`src/rtl/ram_arbiter.sv`:
```
// ram_arbiter: shares one synchronous RAM port between the 6502 bus and the
// video scanner. One access in flight at a time (IDLE -> ACCESS -> RETURN),
// video has priority but yields to a waiting CPU after VID_BURST_MAX grants.
module ram_arbiter #(
    parameter int ADDR_WIDTH    = 16,
    parameter int DATA_WIDTH    = 8,
    parameter int RAM_DEPTH     = 49152,
    parameter int VID_BURST_MAX = 4
) (
    input  logic                  clk,
    input  logic                  rst_n,
    input  logic                  cpu_req,
    input  logic                  cpu_we,
    input  logic [ADDR_WIDTH-1:0] cpu_addr,
    input  logic [DATA_WIDTH-1:0] cpu_wdata,
    output logic                  cpu_ack,
    output logic [DATA_WIDTH-1:0] cpu_rdata,
    input  logic                  vid_req,
    input  logic [ADDR_WIDTH-1:0] vid_addr,
    output logic                  vid_ack,
    output logic [DATA_WIDTH-1:0] vid_rdata,
    output logic                  ram_cs,
    output logic                  ram_we,
    output logic [ADDR_WIDTH-1:0] ram_addr,
    output logic [DATA_WIDTH-1:0] ram_din,
    input  logic [DATA_WIDTH-1:0] ram_dout
);

    localparam logic [1:0] S_IDLE   = 2'd0;
    localparam logic [1:0] S_ACCESS = 2'd1;
    localparam logic [1:0] S_RETURN = 2'd2;

    localparam int CNT_W = $clog2(VID_BURST_MAX + 1);
    localparam logic [CNT_W-1:0] CNT_MAX = CNT_W'(VID_BURST_MAX);
    // One extra bit so a depth equal to 2**ADDR_WIDTH still compares correctly.
    localparam logic [ADDR_WIDTH:0] DEPTH = (ADDR_WIDTH + 1)'(RAM_DEPTH);

    logic [1:0]            state_q,     state_d;
    logic                  owner_cpu_q, owner_cpu_d;
    logic                  is_wr_q,     is_wr_d;
    logic                  in_range_q,  in_range_d;
    logic [CNT_W-1:0]      cnt_q,       cnt_d;
    logic                  ram_cs_q,    ram_cs_d;
    logic                  ram_we_q,    ram_we_d;
    logic [ADDR_WIDTH-1:0] ram_addr_q,  ram_addr_d;
    logic [DATA_WIDTH-1:0] ram_din_q,   ram_din_d;
    logic                  cpu_ack_q,   cpu_ack_d;
    logic                  vid_ack_q,   vid_ack_d;
    logic [DATA_WIDTH-1:0] cpu_rdata_q, cpu_rdata_d;
    logic [DATA_WIDTH-1:0] vid_rdata_q, vid_rdata_d;

    logic cpu_in_range;
    logic vid_in_range;
    logic vid_wins;

    assign cpu_in_range = ({1'b0, cpu_addr} < DEPTH);
    assign vid_in_range = ({1'b0, vid_addr} < DEPTH);
    // Video loses only when the CPU is waiting and the burst limit is reached.
    assign vid_wins     = vid_req && !(cpu_req && (cnt_q == CNT_MAX));

    // Next-state logic: arbitration, RAM strobe, and result return.
    always_comb begin
        state_d     = state_q;
        owner_cpu_d = owner_cpu_q;
        is_wr_d     = is_wr_q;
        in_range_d  = in_range_q;
        cnt_d       = cnt_q;
        ram_cs_d    = ram_cs_q;
        ram_we_d    = ram_we_q;
        ram_addr_d  = ram_addr_q;
        ram_din_d   = ram_din_q;
        cpu_ack_d   = 1'b0;
        vid_ack_d   = 1'b0;
        cpu_rdata_d = cpu_rdata_q;
        vid_rdata_d = vid_rdata_q;
        case (state_q)
            S_IDLE: begin
                if (vid_wins) begin
                    owner_cpu_d = 1'b0;
                    is_wr_d     = 1'b0;
                    in_range_d  = vid_in_range;
                    ram_cs_d    = vid_in_range;
                    ram_we_d    = 1'b0;
                    ram_addr_d  = vid_addr;
                    state_d     = S_ACCESS;
                    if (!cpu_req) begin
                        cnt_d = '0;
                    end else if (cnt_q != CNT_MAX) begin
                        cnt_d = cnt_q + 1'b1;
                    end
                end else if (cpu_req) begin
                    owner_cpu_d = 1'b1;
                    is_wr_d     = cpu_we;
                    in_range_d  = cpu_in_range;
                    ram_cs_d    = cpu_in_range;
                    ram_we_d    = cpu_we & cpu_in_range;
                    ram_addr_d  = cpu_addr;
                    ram_din_d   = cpu_wdata;
                    cnt_d       = '0;
                    state_d     = S_ACCESS;
                end else begin
                    cnt_d = '0;
                end
            end
            S_ACCESS: begin
                ram_cs_d = 1'b0;
                ram_we_d = 1'b0;
                state_d  = S_RETURN;
            end
            S_RETURN: begin
                if (owner_cpu_q) begin
                    cpu_ack_d = 1'b1;
                    if (!is_wr_q) begin
                        cpu_rdata_d = in_range_q ? ram_dout : '1;
                    end
                end else begin
                    vid_ack_d   = 1'b1;
                    vid_rdata_d = in_range_q ? ram_dout : '1;
                end
                state_d = S_IDLE;
            end
            default: begin
                ram_cs_d = 1'b0;
                ram_we_d = 1'b0;
                state_d  = S_IDLE;
            end
        endcase
    end

    // State registers; asynchronous reset aborts any access in flight.
    always_ff @(posedge clk or negedge rst_n) begin
        if (!rst_n) begin
            state_q     <= S_IDLE;
            owner_cpu_q <= 1'b0;
            is_wr_q     <= 1'b0;
            in_range_q  <= 1'b0;
            cnt_q       <= '0;
            ram_cs_q    <= 1'b0;
            ram_we_q    <= 1'b0;
            ram_addr_q  <= '0;
            ram_din_q   <= '0;
            cpu_ack_q   <= 1'b0;
            vid_ack_q   <= 1'b0;
            cpu_rdata_q <= '0;
            vid_rdata_q <= '0;
        end else begin
            state_q     <= state_d;
            owner_cpu_q <= owner_cpu_d;
            is_wr_q     <= is_wr_d;
            in_range_q  <= in_range_d;
            cnt_q       <= cnt_d;
            ram_cs_q    <= ram_cs_d;
            ram_we_q    <= ram_we_d;
            ram_addr_q  <= ram_addr_d;
            ram_din_q   <= ram_din_d;
            cpu_ack_q   <= cpu_ack_d;
            vid_ack_q   <= vid_ack_d;
            cpu_rdata_q <= cpu_rdata_d;
            vid_rdata_q <= vid_rdata_d;
        end
    end

    assign cpu_ack   = cpu_ack_q;
    assign cpu_rdata = cpu_rdata_q;
    assign vid_ack   = vid_ack_q;
    assign vid_rdata = vid_rdata_q;
    assign ram_cs    = ram_cs_q;
    assign ram_we    = ram_we_q;
    assign ram_addr  = ram_addr_q;
    assign ram_din   = ram_din_q;

endmodule

```
`config.mk`:
```
export PLATFORM = sky130hd
export DESIGN_NAME = ram_arbiter
export DESIGN_NICKNAME = d
export VERILOG_FILES = /design/src/rtl/ram_arbiter.sv
export SDC_FILE = /design/constraint.sdc
export NUM_CORES = 1
export LEC_CHECK = 0
export ABC_CLOCK_PERIOD_IN_PS = 2400
export BUFFER_PORTS_ARGS = -buffer_cell sky130_fd_sc_hd__clkbuf_2
export CAP_MARGIN = 10
export CORE_UTILIZATION = 45
export DETAILED_ROUTE_END_ITERATION = 7
export PLACE_DENSITY_LB_ADDON = 0.05
export RECOVER_POWER = 100
export REMOVE_ABC_BUFFERS = 1
export SLEW_MARGIN = 40
export SYNTH_ARGS = -nofsm -noshare
export SYNTH_HDL_FRONTEND = slang
export SYNTH_SLANG_ARGS = --single-unit
export TNS_END_PERCENT = 50
```
`constraint.sdc`:
```
create_clock -name clk -period 2.4 [get_ports clk]
set_input_delay 0.36 -clock clk [delete_from_list [all_inputs] [get_ports clk]]
set_output_delay 0.36 -clock clk [all_outputs]
set_load 0.01 [all_outputs]
```
==> impl_metrics.ini, run 1 <==
[status]
status = finished, final reports clean

[power_and_ir_drop]
power.total_mw = 3.29
p_per_area_nw_per_um2 = 1170
p_sw_frac = 0.393
ir_drop_v = 0.000458
p_switching_mw = 1.30
p_int_mw = 2.00
leakage_nw = 1.23
combPwrFrac = 0.377
sequentialPowerShare = 0.465
pwr-share-clk = 0.159

[floorplan]
coreArea_um2 = 4850
die_h_um = 74.0
die_w_um = 74.0
rows = 25
start_util = 0.481
dieArea_um2 = 5470
ios = 97

[hold_path]
hp-class = primary input to register

[synth]
ys.flop_type = dfrtp_1
syn_inst = 217
synth_area_um2 = 2330
syn_avg_cell_area_um2 = 10.7
yosys-top-cells-area = dfrtp_1, a21oi_1, mux2_4
ys_warn_count = 0
synthDistinctLibCells = 34
synth_top_area_frac = 0.559
synthArstFlopShare = 1.00
synth_edf_count = 0
synth_largest_area_cell = dfrtp_1
ys_ff_latch = 52
ys_seq_area_frac = 0.559

[sta]
drv_slew = 0
layout_min_cycle_time_ns = 1.94
fin_skew_ns = 0.00705
hold_violations = 0
setup-violations-final = 0
holdWs_ns = 0.266
period_share = 0.806
worst_slack_ns = 0.465
max_slew_margin = 0.171
fmax_mhz = 517
setup_tns_ns = 0
worst_slew_pin_slew_ns = 1.24
rsz0062_at_grt = false

[critical_path]
endpoint_kind = register
crit_path_start_kind = register
critPathKind = register to register
critPathRequiredTime_ns = 2.59
arrival_ns = 2.13
worstPathMaxFanout = 11

[placed_design]
place_congestion = 0.756
pre_cts_slack_ns = 0.503
hpwl_um = 3550
io_buffers = 96
dp_cells = 368

[routing]
vias_per_cell = 5.13
drc_errors = 0
wl_um = 5130
wl_per_cell_um = 13.6
vias = 1930
ant_nets = 0
drtIter0Drc = 60
first_pass_iters = 4

[clock_network]
cts_setup_buffers = 0
htreeDepth = 2
numCtsBuffers = 5
hold_buffers = 0
ctsResizeCount = 0
tritoncts = yes
clkLatencyLatePin_ns = 0.31
clock-sinks = 52
cts_buffer_depth = 2
clock-root-buffer = clkbuf_8
clkTransAtPathRegs_ns = 0.09

[global_routing]
grt_usage = 0.204
grt_pass1_vias = 1762
grt_max_degree = 53
met3_usage = 0.0596
grt_pass1_wl_um = 8490
overflow = 0
antenna_found_initial = 0
busiest_layer = met2
grt_use_met1 = 0.280
use_met2 = 0.313

[final_layout]
instances_no_fill = 376
layout.nets = 363
antennaDiodeCount = 0
layout-drive-gt1-share = 0.217
area_growth_pct = 20.7

[run]
maxCapViolCount = 0
## layer usage
layer  vias to the layer above  wire length, um
li1                        958                -
met1                       885             2350
met2                        78             2350
met3                         9              366
met4                         0               62
met5                         -                0
## cells in the final DEF, fill, tap and decap left out
| cell type | n |
|---|---|
| buf_4 | 3 |
| dfrtp_1 | 52 |
| nor3b_2 | 1 |
| and4bb_1 | 1 |
| clkinvlp_4 | 2 |
| clkbuf_8 | 6 |
| o2bb2ai_1 | 2 |
| a22o_1 | 1 |
| and3_1 | 1 |
| nor4b_1 | 1 |
| clkbuf_2 | 53 |
| or2_1 | 1 |
| a32o_1 | 1 |
| nor2b_1 | 10 |
| o21ai_1 | 1 |
| mux2_1 | 7 |
| o211ai_1 | 2 |
| clkbuf_1 | 44 |
| a21boi_0 | 1 |
| nand3_1 | 18 |
| nand4_1 | 2 |
| a21o_1 | 1 |
| nor2_1 | 16 |
| and3b_1 | 1 |
| mux2_2 | 1 |
| a31oi_1 | 16 |
| nor2_4 | 1 |
| nor3b_1 | 1 |
| ha_1 | 2 |
| o21ai_0 | 18 |
| nand2_1 | 3 |
| inv_1 | 5 |
| a21oi_1 | 34 |
## cell families after synthesis
group	count (synthesis)	synth area share
compound gates	77	0.187
simple gates	57	0.139
flops	52	0.559
buf+inv	21	0.0548
mux	8	0.0499
fa+ha+maj	2	0.0107
## Yosys cell counts, types with 2 or more instances
cell type,n
o211ai_1,2
ha_1,2
nand4_1,2
a31oi_1,16
mux2_4,7
buf_2,6
a21oi_1,34
dfrtp_1,52
buf_6,5
inv_1,4
nor2_1,16
nand3_1,18
o21ai_0,18
nor2b_1,10
nand2_1,2
clkbuf_1,4
o2bb2ai_1,2
## state kept, by name, indices dropped and copies added, names as in the netlist, 2 cells and up
name	cells
ram_addr	16
cpu_rdata	8
ram_din	8
vid_rdata	8
cnt_q	3
state_q	2
## worst max-delay path, cell delays in order, from the launching register on
cell,delay (ns)
dfrtp_1,0.36
inv_1,0.07
ha_1,0.21
a21boi_0,0.40
and3b_1,0.39
mux2_1,0.37
## power groups by stage
stage | Combinational (mW) | Sequential, mW | Clock, mW
final | 1.24 | 1.53 | 0.522
after global routing | 1.40 | 1.58 | 0.566
after CTS | 1.42 | 1.55 | 0.542
after detailed placement | 1.43 | 1.56 | 0
after global placement | 1.40 | 1.56 | 0
after floorplan | 0.694 | 1.68 | 0
## area by class of cell
type                            count  area (um^2)
Clock inverter                      2         15.0
Inverter                            5         18.8
Clock buffer                        6         82.6
Timing Repair Buffer              100          453
Fill cell                         478         2040
Tap cell                           67         83.8
Multi-Input combinational cell    144          857
Sequential cell                    52         1300
## path summary, 6_finish.rpt
path,cells past startpoint,from,endpoint,slack (ns)
max,5,cnt_q[0],ram_din[4],0.46
min,2,cpu_wdata[0],ram_din[0],0.27
min in group asynchronous,2,rst_n,cpu_rdata[1],0.40
max in group asynchronous,2,rst_n,ram_addr[13],1.25
min reg2reg,1,ram_din[0],ram_din[0],0.49
max reg2reg,5,cnt_q[0],ram_din[4],0.46
## metrics by stage
| step | util | instance area [um^2] |
|---|---|---|
| floorplan | - | 2220 |
| global placement | 0.583 | 2830 |
| finish | 0.580 | 2810 |
| global route | 0.580 | 2810 |
| detailed placement | 0.583 | 2830 |
| CTS | 0.603 | 2930 |
No activity file was read; power rests on OpenSTA's default activity.
==> run 2: changes to the inputs <==
--- a/config.mk
+++ b/config.mk
@@ -5,7 +5,7 @@
 export SDC_FILE = /design/constraint.sdc
 export NUM_CORES = 1
 export LEC_CHECK = 0
-export ABC_CLOCK_PERIOD_IN_PS = 2400
+export ABC_CLOCK_PERIOD_IN_PS = 1950
 export BUFFER_PORTS_ARGS = -buffer_cell sky130_fd_sc_hd__clkbuf_2
 export CAP_MARGIN = 10
 export CORE_UTILIZATION = 45
==> constraint.sdc (replaced) <==
create_clock -name clk -period 1.95 [get_ports clk]
set_input_delay 0.2925 -clock clk [delete_from_list [all_inputs] [get_ports clk]]
set_output_delay 0.2925 -clock clk [all_outputs]
set_load 0.01 [all_outputs]
==> impl_metrics.ini, run 2 (synthesis gave the netlist of run 1 again) <==
[routing]
drc_errors = 0
wl_per_cell_um = 13.7
vias_per_cell = 5.17
vias = 1966
wl_um = 5210
first_pass_iters = 4
ant_nets = 0
drtIter0Drc = 94

[hold_path]
holdPathStages = 2
min_from = cpu_wdata[1]
min_to = ram_din[1]
hp-class = primary input to register

[clock_network]
htreeDepth = 2
tritoncts = yes
numCtsBuffers = 5
ctsResizeCount = 0
cts_setup_buffers = 0
clock-sinks = 52
clkLatencyLatePin_ns = 0.30
clock-root-buffer = clkbuf_8
clkTransAtPathRegs_ns = 0.09
cts_buffer_depth = 2

[global_routing]
antenna_found_initial = 0
use_met2 = 0.342
grt_pass1_wl_um = 8540
grt_use_met1 = 0.255
met3_usage = 0.0474
busiest_layer = met2
grt_usage = 0.202
grt_pass1_vias = 1898
overflow = 0
grt_max_degree = 53

[run]
maxCapViolCount = 0

[floorplan]
start_util = 0.481
ios = 97
dieArea_um2 = 5470
rows = 25
coreArea_um2 = 4850
die_h_um = 74.0
die_w_um = 74.0

[final_layout]
largest_reg_flops = 16
fin_util = 0.585
antennaDiodeCount = 0
multiInputGateArea_um2 = 861
final_cell_mix = dfrtp_1, clkbuf_2, clkbuf_1
layout-drive-gt1-share = 0.224
fillers = 471
area_growth_pct = 21.7
ff_latch_area_um2 = 1300
layout.nets = 368

[sta]
worst_slew_pin_slew_ns = 1.14
fmax_mhz = 598
drv_slew = 0
setup-violations-final = 0
rsz0062_at_grt = false
layout_min_cycle_time_ns = 1.67
period_share = 0.857
setup_tns_ns = 0
max_slew_margin = 0.240
hold_violations = 0
fin_skew_ns = 0.00389

[placed_design]
io_buffers = 96
hpwl_um = 3710
place_congestion = 0.741

[power_and_ir_drop]
leakage_nw = 1.25
power.total_mw = 4.01
ir_drop_v = 0.000585
p_per_area_nw_per_um2 = 1420

[critical_path]
endpoint_kind = register
reg2reg_from = state_q[0]
arrival_ns = 1.83
crit_path_start_kind = register
rr_endpoint = ram_addr[8]
critPathKind = register to register
critPathRequiredTime_ns = 2.10
reg2regPathDepth = 5
r2r_setup_slack_ns = 0.28
worstPathMaxFanout = 17

[status]
status = finished, final reports clean
==> run 2: cell type report <==
| cell class | count | share of cell area |
|---|---|---|
| Tap cell | 67 | 0.0296 |
| Clock buffer | 5 | 0.0243 |
| Multi-Input combinational cell | 144 | 0.304 |
| Timing Repair Buffer | 105 | 0.173 |
| Inverter | 5 | 0.00662 |
| Sequential cell | 52 | 0.459 |
| Clock inverter | 2 | 0.00441 |
==> run 2: power by group <==
group	internal (mW)	switching (mW)
combinational	0.622	0.936
clock	0.244	0.340
sequential	1.56	0.311
total	2.43	1.59
==> run 2: how the worst max path moves through the flow <==
stage | start | end | slack, ns | cells after the start
after detailed placement | cnt_q[0] | ram_din[7] | 0.30 | 6
after global routing | state_q[0] | ram_addr[10] | 0.12 | 5
after floorplan | state_q[0] | ram_din[5] | 0.10 | 3
final | state_q[0] | ram_addr[8] | 0.28 | 5
after CTS | cnt_q[0] | ram_din[2] | 0.28 | 6
after global placement | cnt_q[0] | ram_din[1] | 0.34 | 6
==> run 2: routing by layer <==
metal	up-vias	share of wire
li1	967	-
met1	915	0.44
met2	78	0.49
met3	6	0.064
met4	0	0.0075
met5	-	0
==> run 2: what timing repair did <==
action	4_1_cts	5_1_grt
hold buffers	1	0
hold endpoints to repair	52	0
setup endpoints to repair	0	0
==> run 2: metrics by stage <==
step	setup WS, ns	hold WS, ns	instances	instance area (um^2)
2_1_floorplan	0.103	-0.00309	201	2220
3_3_place_gp	0.335	0.312	372	2860
3_5_place_dp	0.296	0.321	372	2860
4_1_cts	0.281	0.210	380	2950
5_1_grt	0.119	0.200	380	2840
6_report	0.279	0.212	380	2840
==> run 2: critical path, stage by stage, from the launching register on <==
cell and delay (ns):
dfrtp_1 0.47, nor2_1 0.21, buf_4 0.21, nand2_4 0.07, inv_1 0.41, a31oi_1 0.16
